## src/rtl/matrix_mul_pkg.sv

```systemverilog
// Shared types and helpers for the tiled signed matrix multiplier.
package matrix_mul_pkg;

  typedef enum logic [1:0] {
    ST_IDLE = 2'd0,
    ST_RUN  = 2'd1,
    ST_LAST = 2'd2,
    ST_OUT  = 2'd3
  } state_e;

  typedef enum logic [1:0] {
    CONV_PASS = 2'd0,
    CONV_HI   = 2'd1,
    CONV_LO   = 2'd2
  } conv_e;

  // Widest accumulator the conversion helper can classify.
  localparam int unsigned CONV_W = 128;

  // Address width for n entries, never below one bit.
  function automatic int unsigned clog2w(input int unsigned n);
    int unsigned w;
    w = 1;
    while ((32'd1 << w) < n) w++;
    return w;
  endfunction

  // Classifies a sign-extended accumulator against the signed out_w range.
  function automatic conv_e conv_sel(input logic signed [CONV_W-1:0] acc,
                                     input int unsigned out_w, input logic sat);
    logic signed [CONV_W-1:0] hi;
    logic signed [CONV_W-1:0] lo;
    hi = (CONV_W'(1) << (out_w - 1)) - CONV_W'(1);
    lo = ~hi;
    if (sat && (acc > hi)) return CONV_HI;
    if (sat && (acc < lo)) return CONV_LO;
    return CONV_PASS;
  endfunction

endpackage

```

## src/rtl/matrix_mul_tile_mac_lane.sv

```systemverilog
// One MAC lane: signed multiply-accumulate with clear and registered saturate/wrap output.
module mac_lane
  import matrix_mul_pkg::*;
#(
  parameter int unsigned DW    = 16,
  parameter int unsigned ACC_W = 35,
  parameter int unsigned OUT_W = 32,
  parameter bit          SAT   = 1'b0
) (
  input  logic             clk,
  input  logic             rst,
  input  logic             clr,
  input  logic             acc_en,
  input  logic             load,
  input  logic [DW-1:0]    a,
  input  logic [DW-1:0]    b,
  output logic [OUT_W-1:0] res
);

  logic signed [ACC_W-1:0] acc_q, acc_d;
  logic [OUT_W-1:0]        res_q, res_d;
  logic signed [2*DW-1:0]  prod_c;
  logic [OUT_W-1:0]        conv_c;

  always_comb begin
    prod_c = (2*DW)'($signed(a)) * (2*DW)'($signed(b));
    acc_d  = acc_q;
    if (clr) acc_d = '0;
    else if (acc_en) acc_d = acc_q + ACC_W'(prod_c);
    // Output is taken from the post-accumulate value so LAST can latch it directly.
    case (conv_sel(CONV_W'(acc_d), OUT_W, SAT))
      CONV_HI: conv_c = {1'b0, {(OUT_W-1){1'b1}}};
      CONV_LO: conv_c = {1'b1, {(OUT_W-1){1'b0}}};
      default: conv_c = OUT_W'(acc_d);
    endcase
    res_d = load ? conv_c : res_q;
  end

  always_ff @(posedge clk) begin
    if (rst) begin
      acc_q <= '0;
      res_q <= '0;
    end else begin
      acc_q <= acc_d;
      res_q <= res_d;
    end
  end

  assign res = res_q;

endmodule

```

## src/rtl/matrix_mul_tile.sv

```systemverilog
// Tiled C = A x B: LANES result columns per beat, RAM operand fetch, valid/ready result port.
module matrix_mul_tile
  import matrix_mul_pkg::*;
#(
  parameter int unsigned DW    = 16,
  parameter int unsigned R_A   = 2,
  parameter int unsigned C_A   = 4,
  parameter int unsigned C_B   = 2,
  parameter int unsigned LANES = 2,
  parameter int unsigned ACC_W = 2*DW + $clog2(C_A) + 1,
  parameter int unsigned OUT_W = 32,
  parameter bit          SAT   = 1'b0
) (
  input  logic                     clk,
  input  logic                     rst,
  input  logic                     start,
  output logic                     busy,
  output logic                     done,
  output logic                     a_rd,
  output logic [clog2w(R_A)-1:0]   a_row,
  output logic [clog2w(C_A)-1:0]   a_col,
  input  logic [DW-1:0]            a_data,
  output logic                     b_rd,
  output logic [clog2w(C_A)-1:0]   b_row,
  output logic [clog2w(C_B)-1:0]   b_col,
  input  logic [LANES*DW-1:0]      b_data,
  output logic                     res_valid,
  input  logic                     res_ready,
  output logic [LANES*OUT_W-1:0]   res_data,
  output logic [clog2w(R_A)-1:0]   res_row,
  output logic [clog2w(C_B)-1:0]   res_col
);

  localparam int unsigned RW = clog2w(R_A);
  localparam int unsigned KW = clog2w(C_A);
  localparam int unsigned CW = clog2w(C_B);

  state_e         state_q, state_d;
  logic [RW-1:0]  i_q, i_d;
  logic [CW-1:0]  jb_q, jb_d;
  logic [KW-1:0]  k_q, k_d;
  logic           rd_q, rd_d;
  logic           busy_q, busy_d;
  logic           done_q, done_d;
  logic           valid_q, valid_d;

  logic           last_k_c, last_col_c, last_tile_c;
  logic           clr_c, acc_en_c, load_c;

  // Sequencing: one k per cycle in RUN, one drain cycle in LAST, hold the beat in OUT.
  always_comb begin
    state_d = state_q;
    i_d     = i_q;
    jb_d    = jb_q;
    k_d     = k_q;
    rd_d    = 1'b0;
    busy_d  = busy_q;
    done_d  = 1'b0;
    valid_d = 1'b0;

    last_k_c    = (k_q == KW'(C_A - 1));
    last_col_c  = (jb_q == CW'(C_B - LANES));
    last_tile_c = last_col_c && (i_q == RW'(R_A - 1));

    case (state_q)
      ST_IDLE: begin
        if (start) begin
          state_d = ST_RUN;
          i_d     = '0;
          jb_d    = '0;
          k_d     = '0;
          rd_d    = 1'b1;
          busy_d  = 1'b1;
        end
      end
      ST_RUN: begin
        if (last_k_c) begin
          state_d = ST_LAST;
          k_d     = '0;
        end else begin
          k_d  = k_q + KW'(1);
          rd_d = 1'b1;
        end
      end
      ST_LAST: begin
        state_d = ST_OUT;
        valid_d = 1'b1;
      end
      ST_OUT: begin
        valid_d = 1'b1;
        if (res_ready) begin
          valid_d = 1'b0;
          if (last_tile_c) begin
            state_d = ST_IDLE;
            i_d     = '0;
            jb_d    = '0;
            busy_d  = 1'b0;
            done_d  = 1'b1;
          end else begin
            state_d = ST_RUN;
            rd_d    = 1'b1;
            if (last_col_c) begin
              jb_d = '0;
              i_d  = i_q + RW'(1);
            end else begin
              jb_d = jb_q + CW'(LANES);
            end
          end
        end
      end
      default: state_d = ST_IDLE;
    endcase

    // Data for k arrives one cycle after issue, so k=0 of RUN has nothing to add yet.
    acc_en_c = ((state_q == ST_RUN) && (k_q != '0)) || (state_q == ST_LAST);
    load_c   = (state_q == ST_LAST);
    clr_c    = ((state_q == ST_IDLE) && start) || ((state_q == ST_OUT) && res_ready);
  end

  always_ff @(posedge clk) begin
    if (rst) begin
      state_q <= ST_IDLE;
      i_q     <= '0;
      jb_q    <= '0;
      k_q     <= '0;
      rd_q    <= 1'b0;
      busy_q  <= 1'b0;
      done_q  <= 1'b0;
      valid_q <= 1'b0;
    end else begin
      state_q <= state_d;
      i_q     <= i_d;
      jb_q    <= jb_d;
      k_q     <= k_d;
      rd_q    <= rd_d;
      busy_q  <= busy_d;
      done_q  <= done_d;
      valid_q <= valid_d;
    end
  end

  for (genvar l = 0; l < LANES; l++) begin : g_lane
    mac_lane #(
      .DW   (DW),
      .ACC_W(ACC_W),
      .OUT_W(OUT_W),
      .SAT  (SAT)
    ) u_lane (
      .clk   (clk),
      .rst   (rst),
      .clr   (clr_c),
      .acc_en(acc_en_c),
      .load  (load_c),
      .a     (a_data),
      .b     (b_data[l*DW +: DW]),
      .res   (res_data[l*OUT_W +: OUT_W])
    );
  end

  assign busy      = busy_q;
  assign done      = done_q;
  assign a_rd      = rd_q;
  assign b_rd      = rd_q;
  assign a_row     = i_q;
  assign a_col     = k_q;
  assign b_row     = k_q;
  assign b_col     = jb_q;
  assign res_valid = valid_q;
  assign res_row   = i_q;
  assign res_col   = jb_q;

endmodule

```

## config.mk

```make
export PLATFORM = sky130hd
export DESIGN_NAME = matrix_mul_tile
export DESIGN_NICKNAME = d
export VERILOG_FILES = /design/src/rtl/matrix_mul_pkg.sv /design/src/rtl/matrix_mul_tile_mac_lane.sv /design/src/rtl/matrix_mul_tile.sv
export SDC_FILE = /design/constraint.sdc
export NUM_CORES = 2
export LEC_CHECK = 0
export BUFFER_PORTS_ARGS = -buffer_cell sky130_fd_sc_hd__clkbuf_2
export CORE_AREA = 2 2 235 237
export CTS_BUF_LIST = sky130_fd_sc_hd__clkbuf_8
export DETAILED_ROUTE_END_ITERATION = 12
export DIE_AREA = 0 0 237 239
export PLACE_DENSITY = 0.66
export SETUP_SLACK_MARGIN = 0.05
export SLEW_MARGIN = 25
export SYNTH_ARGS = -nofsm -noshare
export SYNTH_HDL_FRONTEND = slang
export SYNTH_SLANG_ARGS = --single-unit
```

## constraint.sdc

```tcl
create_clock -name clk -period 7.5 [get_ports clk]
set_input_delay 0.75 -clock clk [delete_from_list [all_inputs] [get_ports clk]]
set_output_delay 0.75 -clock clk [all_outputs]
set_load 0.005 [all_outputs]
```

==> summary.txt <==
Critical path
  – Max stage delay cell, worst path: fa_1
  – R2R Path Start: g_lane[1].u_lane.acc_q[15]
  – Cell Chain, Critical Path: clkbuf_2 > nand2_1 > inv_1 > fa_1 > inv_1 > fa_1 > inv_1 > fa_1 > fa_1 > fa_1 > inv_1 > fa_1 > inv_1 > ha_1 > a21o_1 > a21o_1 > a221oi_1 > nor3_1 > a311oi_1 > xnor2_1 > nand2_1 > a21oi_1
  – CP most frequent cell: fa_1
  – CP top delay family: adder cells
  – Crit Path Category: in -> reg
  – Critical Path AT: around 7000 ps
  – Critical Path End Type: flip-flop
  – CP required: 7990 ps
  – Worst setup startpoint: a_data[15]
  – Worst-path fanout max: 18
  – Slowest Stage Delay on Critical Path: 600 ps
  – CP Buf/Inv Count: 6
  – Startpoint types: primary input

Worst hold path
  – HP Class: reg -> reg
  – Worst hold start: g_lane[1].u_lane.acc_q[22]

Floorplanning
  – Die area: about 57,000 um2
  – Chip width: around 240 um
  – Die H: roughly 240 um
  – Ports: roughly 130
  – Initial Util: 49.12%
  – CORE AREA: approximately 54,000 um2
  – Core Rows: 86

Run status
  – Status: completed

Clocking
  – # Post-CTS Setup Buffers: 0
  – Hold Buf Count CTS: 0
  – Clock sink count: between 100 and 150
  – H-tree depth: 4
  – CTS buffer count: 17
  – Root buffer cell: clkbuf_8
  – CTS tree: built
  – Clock-pin slew of the registers on the worst-case setup and hold paths: 90 ps
  – Maximum root-to-sink buffer count: 2
  – Post-cts resize count: 0
  – Worst-Skew Late Latency: 570 ps

Timing
  – Max Fclk: around 150 MHz
  – Worst slew pin tran: 968.8 ps
  – RSZ-0062 raised after global routing: false
  – Period utilization: around 90%
  – Skew final: roughly 23 ps
  – Final hold vios: 0
  – Tmin final: approximately 6700 ps
  – Slew margin rel.: between 30% and 40%
  – Sum of negative setup slack: 0 ps
  – Hold slack final: ~460 ps
  – Pins Over Slew Limit: 0
  – Setup-failing EPs final: 0

Yosys
  – Post-Syn Area: roughly 27,000 um2
  – Mux contribution to synthesized area: 0.1922%
  – Xor/xnor share of the synthesized area: under 10%
  – Mapped Avg Cell Area: 9.172 um2
  – FFs w/ async S/R, synth: 0%
  – #FFs+latches synth: around 140
  – Compound-Gate Fraction of Synth Area: around 8.4%
  – Seq/Total Area, Yosys: 10.28%
  – EDFF count, synth: 0
  – Syn. warnings: 0
  – Main synth FF type: dfxtp_1
  – Simple-gate area share of the yosys netlist: between 10% and 20%
  – Post-Syn Instances: around 2.9k
  – Main combinational cell family by area after synthesis: adder cells
  – Post-Synth Adder-Cell Area: about 53%
  – Synth cell types: 80

Placement
  – PortBufs: roughly 130
  – Post-DP HPWL: about 56 mm
  – Gpl congestion: slightly above 0.9

Job
  – Max_cap viols: 0

GRT
  – Largest net degree at the start of global routing: around 70
  – Initial antenna violation count: 7
  – Number of global-route vias before repair: ~21k
  – Total track usage: between 20% and 30%
  – First-pass GRT wire length: around 110 mm
  – GRT overflow: 0

Route
  – DR pass1 iterations: 5
  – Residual DRC: 0
  – Initial DRC count: ~1.1k
  – Final wirelength: roughly 70 mm
  – Vias per Instance: around 5.3
  – Wire length per cell: ~19 um
  – Vias: 19.57k
  – ANT nets after route: 0

Final layout
  – Final Net Count: 3,798
  – Area Overhead vs Synth: 6.179%
  – Register area: about 2700 um2
  – Number of fill cells: around 5k
  – Area of the multi-input gates: approximately 21,000 um2
  – Final Util: between 50% and 60%
  – Layout cells sized above 1: under 10%
## synthesized netlist by cell type, drive strengths merged, types with 21 or more instances
cell type | count | area (um2)
a21o | 25 | 187.7
o22a | 36 | 315.3
o21ai | 62 | 314.1
nand3 | 21 | 105.1
ha | 202 | 2527
nand2 | 349 | 1318
nor2 | 96 | 370.4
a21oi | 102 | 518.0
fa | 584 | 11690
inv | 685 | 2571
dfxtp | 137 | 2743
xnor2 | 49 | 429.2
clkbuf | 108 | 405.4
and2 | 246 | 1539
xor2 | 27 | 236.5
## sequential cells by signal, summed over array words and instances, names as in the netlist
signal and flops:
a_rd 1, busy 1, g_lane.u_lane.acc_q 64, done 1, res_valid 1, state_q 2
g_lane.u_lane.res 64, a_row 1, a_col 2
## per-layer routing
layer	vias to the layer above	track usage, %	wire [um]
met5	-	0	32
met4	6	7.825	1884
met3	112	5.681	4302
met2	506	43.69	33780
met1	10120	33.75	28470
li1	8826	-	-
## worst min-delay path, stage by stage, from the launching register on
cell and delay [ps]:
dfxtp_1 330, nand2_1 50, nand2_1 40
## worst paths after layout
| path | to | slack [ps] | cells past startpoint |
|---|---|---|---|
| setup / recovery | g_lane[0].u_lane.res[29] | 830 | 22 |
| hold / removal | g_lane[1].u_lane.acc_q[22] | 460 | 2 |
| setup reg to reg | g_lane[1].u_lane.acc_q[19] | 2240 | 19 |
| hold reg to reg | g_lane[1].u_lane.acc_q[22] | 460 | 2 |
## cell type report
cell class | count | share of cell area (%)
multi-input cells | 1962 | 73.71
clock buffers | 18 | 0.8742
diodes | 4 | 0.03532
flip-flops and latches | 137 | 9.678
clock inverters | 13 | 0.4724
well taps | 704 | 3.108
inverters | 685 | 9.073
repair buffers | 157 | 3.046
## logic make-up after synthesis
group                      Yosys count
other                                1
and+or+nand+nor                    766
muxes                                5
xor gates and xnor gates            76
DFF                                137
AOI/OAI and AO/OA                  327
buffers and inverters              812
adders and majority gates          786
## cells in the final DEF, fill, tap and decap left out, drive strengths merged, types with 5 or more instances in the layout
cell type / Yosys / routed
inv: 685 / 694
fa: 584 / 584
nand2: 349 / 349
and2: 246 / 246
ha: 202 / 202
clkbuf: 108 / 144
dfxtp: 137 / 137
a21oi: 102 / 102
nor2: 96 / 96
o21ai: 62 / 62
xnor2: 49 / 49
o22a: 36 / 36
buf: 19 / 31
xor2: 27 / 27
a21o: 25 / 25
nand3: 21 / 21
nand2b: 14 / 14
a211oi: 13 / 13
nor3: 12 / 12
o211ai: 12 / 12
o21bai: 11 / 11
a31oi: 8 / 8
o21a: 6 / 6
nand4: 5 / 5
o32ai: 5 / 5
o221a: 5 / 5
## through the flow
| stage | instances | worst slack (ps) | instance area (um2) |
|---|---|---|---|
| 2_1_floorplan | 2911 | 993.4 | 26690 |
| 3_3_place_gp | 3645 | 483.9 | 27950 |
| 3_5_place_dp | 3645 | 274.8 | 27950 |
| 4_1_cts | 3676 | 890.0 | 28330 |
| 5_1_grt | 3679 | 451.7 | 28340 |
| 6_report | 3680 | 825.3 | 28340 |
Power is left out: the tool's default activity adds up to more than one toggle a clock period on the data nets, which glitch-free logic cannot reach.
